===== src/rtl/ps2_pkg.sv =====
// ps2_pkg -- shared constants and types for the PS/2 scancode receiver.
//   PS2_EXT        : extended-key prefix byte
//   PS2_BRK        : break (key release) prefix byte
//   PS2_PAUSE      : Pause-key sequence introducer
//   PS2_PAUSE_SKIP : bytes that follow PS2_PAUSE and carry no key event
//   frame_state_e  : states of the 11-bit frame receiver
package ps2_pkg;

  localparam logic [7:0] PS2_EXT        = 8'hE0;
  localparam logic [7:0] PS2_BRK        = 8'hF0;
  localparam logic [7:0] PS2_PAUSE      = 8'hE1;
  localparam int         PS2_PAUSE_SKIP = 7;

  typedef enum logic [1:0] {
    IDLE   = 2'd0,
    DATA   = 2'd1,
    PARITY = 2'd2,
    STOP   = 2'd3
  } frame_state_e;

endpackage


===== src/rtl/ps2_scancode_rx_if.sv =====
// ps2_scancode_rx_if -- decoded key-event bus.
//   key_strobe   : one-cycle pulse, a key event is valid
//   key_code     : scancode byte of the event (held)
//   key_pressed  : 1 = make, 0 = break (held)
//   key_extended : E0 prefix preceded the code (held)
//   rx_error     : one-cycle pulse on any frame error
// master = receiver driving events, slave = consumer.
interface ps2_scancode_rx_if;
  logic       key_strobe;
  logic [7:0] key_code;
  logic       key_pressed;
  logic       key_extended;
  logic       rx_error;

  modport master (
    output key_strobe, key_code, key_pressed, key_extended, rx_error
  );

  modport slave (
    input key_strobe, key_code, key_pressed, key_extended, rx_error
  );
endinterface


===== src/rtl/ps2_frame_rx.sv =====
// ps2_frame_rx -- PS/2 device-to-host frame receiver.
// Synchronizes and deglitches ps2_clk, samples ps2_data on each filtered
// falling edge and assembles start/8 data/parity/stop frames.
//   clk_sys, reset : system clock, synchronous active-high reset
//   ps2_clk        : raw PS/2 clock (async)
//   ps2_data       : raw PS/2 data (async)
//   rx_byte        : last good data byte (valid with byte_valid)
//   byte_valid     : one-cycle pulse, rx_byte holds a good frame
//   frame_err      : one-cycle pulse on start/parity/stop/timeout error
module ps2_frame_rx
  import ps2_pkg::*;
#(
  parameter int FILTER_LEN = 8,
  parameter int TIMEOUT    = 50000
) (
  input  logic       clk_sys,
  input  logic       reset,
  input  logic       ps2_clk,
  input  logic       ps2_data,
  output logic [7:0] rx_byte,
  output logic       byte_valid,
  output logic       frame_err
);

  localparam int FW   = $clog2(FILTER_LEN + 1);
  localparam int TW   = $clog2(TIMEOUT + 1);

  logic [1:0]   clk_sync, dat_sync;
  logic         clk_filt;
  logic [FW-1:0] filt_cnt;
  logic         fall_q;   // filtered falling edge, one cycle
  logic         bit_q;    // data bit captured at that edge

  frame_state_e state;
  logic [7:0]   shreg;
  logic [2:0]   bit_cnt;
  logic         par_ok;
  logic [TW-1:0] to_cnt;

  // Synchronizers and clock filter. The filtered clock only moves after
  // FILTER_LEN consecutive synchronized samples disagree with it; data is
  // captured at the moment of the falling flip, well inside the low phase.
  always_ff @(posedge clk_sys) begin
    if (reset) begin
      clk_sync <= 2'b11;
      dat_sync <= 2'b11;
      clk_filt <= 1'b1;
      filt_cnt <= '0;
      fall_q   <= 1'b0;
      bit_q    <= 1'b1;
    end else begin
      clk_sync <= {clk_sync[0], ps2_clk};
      dat_sync <= {dat_sync[0], ps2_data};
      fall_q   <= 1'b0;
      if (clk_sync[1] == clk_filt) begin
        filt_cnt <= '0;
      end else if (filt_cnt == FW'(FILTER_LEN - 1)) begin
        filt_cnt <= '0;
        clk_filt <= clk_sync[1];
        if (clk_filt) begin
          fall_q <= 1'b1;
          bit_q  <= dat_sync[1];
        end
      end else begin
        filt_cnt <= filt_cnt + 1'b1;
      end
    end
  end

  // Frame FSM with inter-edge timeout.
  always_ff @(posedge clk_sys) begin
    if (reset) begin
      state      <= IDLE;
      shreg      <= '0;
      bit_cnt    <= '0;
      par_ok     <= 1'b0;
      to_cnt     <= '0;
      rx_byte    <= '0;
      byte_valid <= 1'b0;
      frame_err  <= 1'b0;
    end else begin
      byte_valid <= 1'b0;
      frame_err  <= 1'b0;

      if (state == IDLE || fall_q) to_cnt <= '0;
      else                         to_cnt <= to_cnt + 1'b1;

      if (state != IDLE && !fall_q && to_cnt == TW'(TIMEOUT - 1)) begin
        state     <= IDLE;
        frame_err <= 1'b1;
      end else if (fall_q) begin
        case (state)
          IDLE: begin
            if (!bit_q) begin
              state   <= DATA;
              bit_cnt <= '0;
            end else begin
              frame_err <= 1'b1;
            end
          end
          DATA: begin
            shreg   <= {bit_q, shreg[7:1]};   // LSB arrives first
            bit_cnt <= bit_cnt + 1'b1;
            if (bit_cnt == 3'd7) state <= PARITY;
          end
          PARITY: begin
            par_ok <= ^{bit_q, shreg};        // odd parity over 9 bits
            state  <= STOP;
          end
          STOP: begin
            if (bit_q && par_ok) begin
              rx_byte    <= shreg;
              byte_valid <= 1'b1;
            end else begin
              frame_err <= 1'b1;
            end
            state <= IDLE;
          end
          default: state <= IDLE;
        endcase
      end
    end
  end

endmodule


===== src/rtl/ps2_scancode_rx.sv =====
// ps2_scancode_rx -- PS/2 keyboard scancode receiver (set 2).
// Frames are received by ps2_frame_rx; this level folds E0/F0 prefixes
// into flags, swallows the Pause sequence and registers key events.
//   clk_sys, reset : system clock, synchronous active-high reset
//   ps2_clk        : raw PS/2 clock (async, never driven)
//   ps2_data       : raw PS/2 data (async, never driven)
//   key            : decoded event bus (master side)
module ps2_scancode_rx
  import ps2_pkg::*;
#(
  parameter int FILTER_LEN = 8,
  parameter int TIMEOUT    = 50000
) (
  input  logic              clk_sys,
  input  logic              reset,
  input  logic              ps2_clk,
  input  logic              ps2_data,
  ps2_scancode_rx_if.master key
);

  logic [7:0] rx_byte;
  logic       byte_valid;
  logic       frame_err;

  logic       ext, brk;
  logic [2:0] skip_cnt;

  ps2_frame_rx #(
    .FILTER_LEN (FILTER_LEN),
    .TIMEOUT    (TIMEOUT)
  ) u_frame (
    .clk_sys    (clk_sys),
    .reset      (reset),
    .ps2_clk    (ps2_clk),
    .ps2_data   (ps2_data),
    .rx_byte    (rx_byte),
    .byte_valid (byte_valid),
    .frame_err  (frame_err)
  );

  // byte_valid and frame_err are mutually exclusive, so the strobe and
  // rx_error can never coincide.
  always_ff @(posedge clk_sys) begin
    if (reset) begin
      ext              <= 1'b0;
      brk              <= 1'b0;
      skip_cnt         <= '0;
      key.key_strobe   <= 1'b0;
      key.rx_error     <= 1'b0;
      key.key_code     <= '0;
      key.key_pressed  <= 1'b0;
      key.key_extended <= 1'b0;
    end else begin
      key.key_strobe <= 1'b0;
      key.rx_error   <= frame_err;
      if (frame_err) begin
        // A broken frame drops any half-built prefix state.
        ext      <= 1'b0;
        brk      <= 1'b0;
        skip_cnt <= '0;
      end else if (byte_valid) begin
        if (skip_cnt != '0) begin
          skip_cnt <= skip_cnt - 1'b1;
          ext      <= 1'b0;
          brk      <= 1'b0;
        end else if (rx_byte == PS2_PAUSE) begin
          skip_cnt <= 3'(PS2_PAUSE_SKIP);
          ext      <= 1'b0;
          brk      <= 1'b0;
        end else if (rx_byte == PS2_EXT) begin
          ext <= 1'b1;
        end else if (rx_byte == PS2_BRK) begin
          brk <= 1'b1;
        end else begin
          key.key_strobe   <= 1'b1;
          key.key_code     <= rx_byte;
          key.key_pressed  <= ~brk;
          key.key_extended <= ext;
          ext              <= 1'b0;
          brk              <= 1'b0;
        end
      end
    end
  end

endmodule


===== src/flat_wrapper.sv =====
// flat-port wrapper written by rule: the top's interface ports become plain ports
module ps2_scancode_rx_flat import ps2_pkg::*;
#(
  parameter int FILTER_LEN = 8,
  parameter int TIMEOUT    = 50000
)
  (clk_sys, reset, ps2_clk, ps2_data, key_key_strobe, key_key_code, key_key_pressed, key_key_extended, key_rx_error);
  ps2_scancode_rx_if key_i ();
  input  logic clk_sys;
  input  logic reset;
  input  logic ps2_clk;
  input  logic ps2_data;
  output wire logic [$bits(key_i.key_strobe)-1:0] key_key_strobe;
  output wire logic [$bits(key_i.key_code)-1:0] key_key_code;
  output wire logic [$bits(key_i.key_pressed)-1:0] key_key_pressed;
  output wire logic [$bits(key_i.key_extended)-1:0] key_key_extended;
  output wire logic [$bits(key_i.rx_error)-1:0] key_rx_error;
  assign key_key_strobe = key_i.key_strobe;
  assign key_key_code = key_i.key_code;
  assign key_key_pressed = key_i.key_pressed;
  assign key_key_extended = key_i.key_extended;
  assign key_rx_error = key_i.rx_error;
  ps2_scancode_rx #(.FILTER_LEN(FILTER_LEN), .TIMEOUT(TIMEOUT)) u_core (.clk_sys(clk_sys), .reset(reset), .ps2_clk(ps2_clk), .ps2_data(ps2_data), .key(key_i));
endmodule

===== config.mk =====
export PLATFORM = sky130hd
export DESIGN_NAME = ps2_scancode_rx_flat
export DESIGN_NICKNAME = d
export VERILOG_FILES = /design/src/rtl/ps2_pkg.sv /design/src/rtl/ps2_scancode_rx_if.sv /design/src/rtl/ps2_frame_rx.sv /design/src/rtl/ps2_scancode_rx.sv /design/src/flat_wrapper.sv
export SDC_FILE = /design/constraint.sdc
export NUM_CORES = 1
export LEC_CHECK = 0
export CAP_MARGIN = 40
export CORE_MARGIN = 2
export CORE_UTILIZATION = 45
export CTS_BUF_LIST = sky130_fd_sc_hd__clkbuf_4 sky130_fd_sc_hd__clkbuf_8
export CTS_CLUSTER_DIAMETER = 30
export DETAILED_ROUTE_END_ITERATION = 8
export PLACE_DENSITY_LB_ADDON = 0.05
export SETUP_SLACK_MARGIN = 0.15
export SLEW_MARGIN = 25
export SYNTH_ARGS = -nofsm -noshare
export SYNTH_HDL_FRONTEND = slang
export SYNTH_SLANG_ARGS = --single-unit

===== constraint.sdc =====
create_clock -name clk_sys -period 3.9 [get_ports clk_sys]
set_clock_uncertainty 0.1 [all_clocks]
set_input_delay 0.975 -clock clk_sys [delete_from_list [all_inputs] [get_ports clk_sys]]
set_output_delay 0.975 -clock clk_sys [all_outputs]
set_load 0.005 [all_outputs]

After elaboration in Yosys (flattened, before gate mapping)
Index checks and enable logic that the tools add are counted.
{"block": "word_totals", "out_inout_bits": 12, "reg_bits": 68, "input_bits": 4}
{"block": "classes", "n_bitwise": 12, "n_reduce_logical": 29, "n_mux": 23, "eq_ne": 14, "add_sub_neg": 4}
{"op": "8-bit == test, second input constant", "n": 3}
{"op": "16-bit by 1-bit adder with 16-bit output, second input constant", "n": 1}
{"op": "16-bit == test, second input constant", "n": 1}
{"op": "1-bit two-way mux", "n": 15}
{"op": "1-bit NOT", "n": 12}
{"op": "3-bit AND reduction", "n": 4}
{"op": "3-bit two-way mux", "n": 3}
{"op": "9-bit XOR reduction", "n": 1}
{"op": "2-bit case mux with 4 select lines", "n": 1}
{"op": "2-bit AND reduction", "n": 4}
{"op": "4-bit AND reduction", "n": 2}
{"op": "3-bit case mux with 2 select lines", "n": 1}
{"op": "6-bit AND reduction", "n": 1}
{"op": "2-bit nonzero test", "n": 3}
{"op": "2-bit OR reduction", "n": 3}
{"op": "3-bit OR reduction", "n": 2}
{"op": "6-bit OR reduction", "n": 1}
{"op": "4-bit by 1-bit adder with 4-bit output, second input constant", "n": 1}
{"op": "2-bit == test, second input constant", "n": 2}
{"op": "4-bit by 3-bit == test with 1-bit output, second input constant", "n": 1}
{"op": "2-bit two-way mux", "n": 2}
{"op": "2-bit inequality test, second input constant", "n": 2}
{"op": "4-bit by 1-bit inequality test with 1-bit output, second input constant", "n": 1}
{"op": "4-bit OR reduction", "n": 1}
{"op": "12 further kinds", "n": 14}

Longest topological paths before layout
{"block": "depth", "ltp_word": 5, "depth_mapped": 8}

By module
Synthesis repeated with hierarchy kept, for this count alone.
{"block": "unflattened", "hier_cells": 312, "hier_area_um2": 2920.3}
{"module": "ps2_frame_rx", "cells_per_inst": 239, "area_per_inst_um2": 2172.1, "seq_area_each_um2": 1021.0, "instances": 1}
{"module": "ps2_scancode_rx", "cells_per_inst": 73, "area_per_inst_um2": 748.2, "seq_area_each_um2": 340.3, "instances": 1}

Least setup slack after synthesis
OpenSTA, ideal clock, no wires.
{"block": "synth_timing", "kind": "input port to flip-flop", "startpoint": "in reset", "endpoint": "reg u_core.u_frame.to_cnt[10]", "setup_ps": 128, "path_stages": 5, "setup_slack_ps": 1795, "path_buffers": 3, "arrival_ps": 1878, "path_cell_list": "clkbuf_1 or3_1 clkbuf_1 clkbuf_1 nor2_1"}
{"block": "synth_via", "elab_chain_cells": 1}
{"element": "from (decl)", "line_no": "flat_wrapper.sv:10", "source": "input logic reset;"}
{"element": "2-bit OR reduction (no source line)"}
{"element": "to (signal assigned)", "line_no": "ps2_frame_rx.sv:86", "source": "else to_cnt <= to_cnt + 1'b1;"}
{"element": "to (decl)", "line_no": "ps2_frame_rx.sv:38", "source": "logic [TW-1:0] to_cnt;"}
No other way between the ends.
A chain may end at the register's enable or synchronous reset.

==> flow_metrics.py <==
metrics = {
    "global_route": {
        "overflow": 0,
        "grt_usage_pct": 16.6,
        "grt_pass1_vias": 2006,
        "grt_pass1_wl_um": 9310,
        "grt_max_degree": 35,
        "antenna_found_initial": 0,
    },
    "power": {
        "p_switching_mw": 0.268,
        "total_leakage_power_nw": 1.10,
        "pwr-share-clk_pct": 44.1,
        "switching_share_pct": 21.0,
        "powerDensity_nw_per_um2": 396,
        "pwr-share-seq_pct": 54.6,
        "p_comb_share_pct": 1.3,
        "p_int_mw": 1.01,
        "ir_worst_vdd_v": 0.000185,
    },
    "detailed_routing": {
        "dr.pass1.iters": 4,
        "wl_per_cell_um": 12.3,
        "remaining_drc_errors": 0,
        "drt_iter0_markers": 77,
        "via_per_inst": 5.22,
        "drt_wl_total_um": 5060,
        "detail-route-antenna-nets": 0,
        "num_vias": 2141,
    },
    "cells_and_area": {
        "area_delta_synth_final_pct": 13.8,
        "fill_cells": 567,
        "drive_gt1_share_pct": 7.46,
        "fin_nets": 345,
        "utilization_pct": 53.8,
        "finalNonFillerCells": 410,
        "antennaDiodeCount": 0,
    },
    "place": {
        "portBuffers": 15,
        "gp_congestion": 0.735,
        "dp.cells": 394,
        "dp_hpwl_um": 3450,
    },
    "timing": {
        "setup_viol": 0,
        "drv_slew": 0,
        "fmax_ghz": 0.430,
        "rsz0062_at_grt": "no",
        "max_slew.worst_pin.slew_ns": 0.528,
        "period_share_pct": 59.7,
        "relSlewSlack_pct": 64.7,
        "hold_viol": 0,
        "finalCriticalPeriod_ns": 2.33,
        "finalSetupTns_ns": 0,
    },
    "clock_network": {
        "cts_resized": 0,
        "clock_latency_ns": 0.34,
        "post-cts-setup-buffers": 0,
        "max-clock-path-buffers": 2,
        "htreeDepth": 3,
        "path_clk_slew_ns": 0.07,
        "holdBufCountCts": 0,
        "cts_tree": "yes",
        "cts_root_buffer": "clkbuf_8",
        "cts.sinks": 68,
        "cts_buffers": 9,
    },
    "synth": {
        "avgSynthCellArea_um2": 8.96,
        "syn_nets": 331,
        "syn_area_um2": 2830,
        "synth.distinct_cells": 42,
        "ys_warn_count": 0,
        "synthCells": 316,
        "synth_flop_cell": "dfxtp_1",
        "ys_async_sr_fraction_pct": 0,
        "ys_ff_latch": 68,
        "synth_edf_count": 0,
        "ys_seq_area_share_pct": 48.1,
    },
    "worst_hold_path": {
        "min_from": "u_core.u_frame.dat_sync[0]",
        "hp-class": "flop to flop",
    },
    "worst_setup_path": {
        "path_cells": "clkdlybuf4s50_1, buf_4, inv_1, nand3_1, o211ai_1",
        "startpoint_type": "primary input",
        "endpoint_kind": "flop",
        "arrival_ns": 2.46,
        "startpoint": "reset",
        "cp_slowest_cell": "clkdlybuf4s50_1",
        "slowest_delay_ns": 0.72,
        "critPathTopFamily": "buffers and inverters",
        "crit_buf_inv": 3,
        "cp.required_ns": 4.03,
        "crit_path_max_fanout": 34,
        "r2r-start": "u_core.u_frame.state[0]",
        "criticalPathCategory": "primary input to flop",
    },
    "status": {
        "status": "finished clean",
    },
    "floorplan": {
        "core_um2": 5990,
        "ios": 16,
        "die_x_um": 83.3,
        "rows": 28,
        "dieArea_um2": 6940,
        "die_h_um": 83.3,
        "start_util_pct": 47.2,
    },
    "run": {
        "maxCapViolCount": 0,
    },
}
## final timing paths
check                                                   to  slack, ns  cells past startpoint
worst max register to register     u_core.u_frame.state[0]       2.01                      6
worst min-delay path            u_core.u_frame.dat_sync[1]       0.32                      1
worst max-delay path                 u_core.u_frame.par_ok       1.57                      5
worst min register to register  u_core.u_frame.dat_sync[1]       0.32                      1
## layout by cell type (no fill, tap or decap), types with 2 or more instances in the layout
cell / Yosys / layout
nand2_1: 35 / 35
a211oi_1: 2 / 2
a2111oi_2: 2 / 2
nand4_1: 5 / 5
ha_1: 11 / 11
clkdlybuf4s50_1: 0 / 15
xor2_1: 5 / 5
and3_1: 2 / 2
clkbuf_8: 0 / 9
o311ai_0: 2 / 2
nor4_1: 3 / 3
nor2_1: 39 / 39
dfxtp_1: 68 / 68
nor3_1: 8 / 8
xnor2_1: 14 / 14
mux2i_1: 10 / 10
or2_2: 4 / 4
nand3_1: 16 / 16
a21oi_1: 24 / 24
clkbuf_4: 0 / 2
clkinv_2: 0 / 3
o21ai_0: 5 / 5
nand3b_1: 5 / 5
a211o_1: 2 / 2
a22oi_1: 2 / 2
and2_1: 3 / 3
o21ai_1: 2 / 2
or3_1: 3 / 3
inv_1: 16 / 16
## per-stage QoR
stage	worst slack (ns)	hold slack (ns)	cell area (µm²)	total power [mW]
after floorplan	1.79	0.289	2830	0.724
after global placement	1.22	0.305	3030	0.730
after detailed placement	1.18	0.301	3030	0.730
after CTS	1.56	0.320	3220	1.30
after global routing	1.42	0.343	3220	1.33
final	1.57	0.315	3220	1.28
## layer usage
metal  global-route usage, %  wire length [µm]  vias to the layer above
li1                        -                 -                     1112
met1                    22.7              2710                      992
met2                    23.5              2060                       25
met3                    4.87               156                       12
met4                    8.94               132                        0
met5                       0                 0                        -
## worst reg2reg max path, cell delays in order, from the launching register on
cell and delay, ns:
dfxtp_1 0.36, inv_1 0.09, ha_1 0.28, or4_1 0.48, nor2_1 0.16, a41o_1 0.25
a211oi_1 0.06
## cells in the mapped netlist (3+ instances only)
| cell | count | share of area (%) |
|---|---|---|
| or2_2 | 4 | 0.88 |
| ha_1 | 11 | 4.9 |
| nand2_1 | 35 | 4.6 |
| xnor2_1 | 14 | 4.3 |
| mux2i_1 | 10 | 3.5 |
| a21oi_1 | 24 | 4.2 |
| inv_1 | 16 | 2.1 |
| nand3b_1 | 5 | 1.3 |
| nand4_1 | 5 | 1.1 |
| xor2_1 | 5 | 1.5 |
| nor3_1 | 8 | 1.4 |
| dfxtp_1 | 68 | 48 |
| buf_2 | 3 | 0.53 |
| and2_1 | 3 | 0.66 |
| nand3_1 | 16 | 2.8 |
| clkbuf_1 | 10 | 1.3 |
| o21ai_0 | 5 | 0.88 |
| nor2_1 | 39 | 5.2 |
| or3_1 | 3 | 0.66 |
| nor4_1 | 3 | 0.66 |
## power by group through the flow
stage	sequential [mW]	combinational (mW)	clock (mW)
after floorplan	0.713	0.0109	0
after global routing	0.697	0.0194	0.614
final	0.697	0.0167	0.563
after detailed placement	0.713	0.0170	0
after CTS	0.697	0.0170	0.582
after global placement	0.713	0.0168	0
## cells by family after synthesis
logic type / Yosys count / synth area share, %
compound gates: 49 / 11.4
fa+ha+maj: 11 / 4.86
simple gates: 129 / 21.5
mux: 10 / 3.54
buf+inv: 29 / 3.98
xor+xnor: 20 / 6.68
flops: 68 / 48.1
## sequential cells by signal, summed over array words and instances (netlist names), 2 cells and up
name                     count
u_core.u_frame.filt_cnt      4
u_core.u_frame.bit_cnt       3
u_core.skip_cnt              3
u_core.key.key_code          8
u_core.u_frame.shreg         8
u_core.u_frame.dat_sync      2
u_core.u_frame.clk_sync      2
u_core.u_frame.rx_byte       8
u_core.u_frame.to_cnt       16
u_core.u_frame.state         2
## final cells by class
cell class,instances,area (µm²),area share (%)
flip-flops and latches,68,1360,42.3
multi-input cells,219,1360,42.1
repair buffers,16,158,4.90
clock buffers,11,139,4.31
well taps,75,93.8,2.91
inverters,16,60.1,1.86
clock inverters,5,52.6,1.63
(Power assumes the default switching activity.)
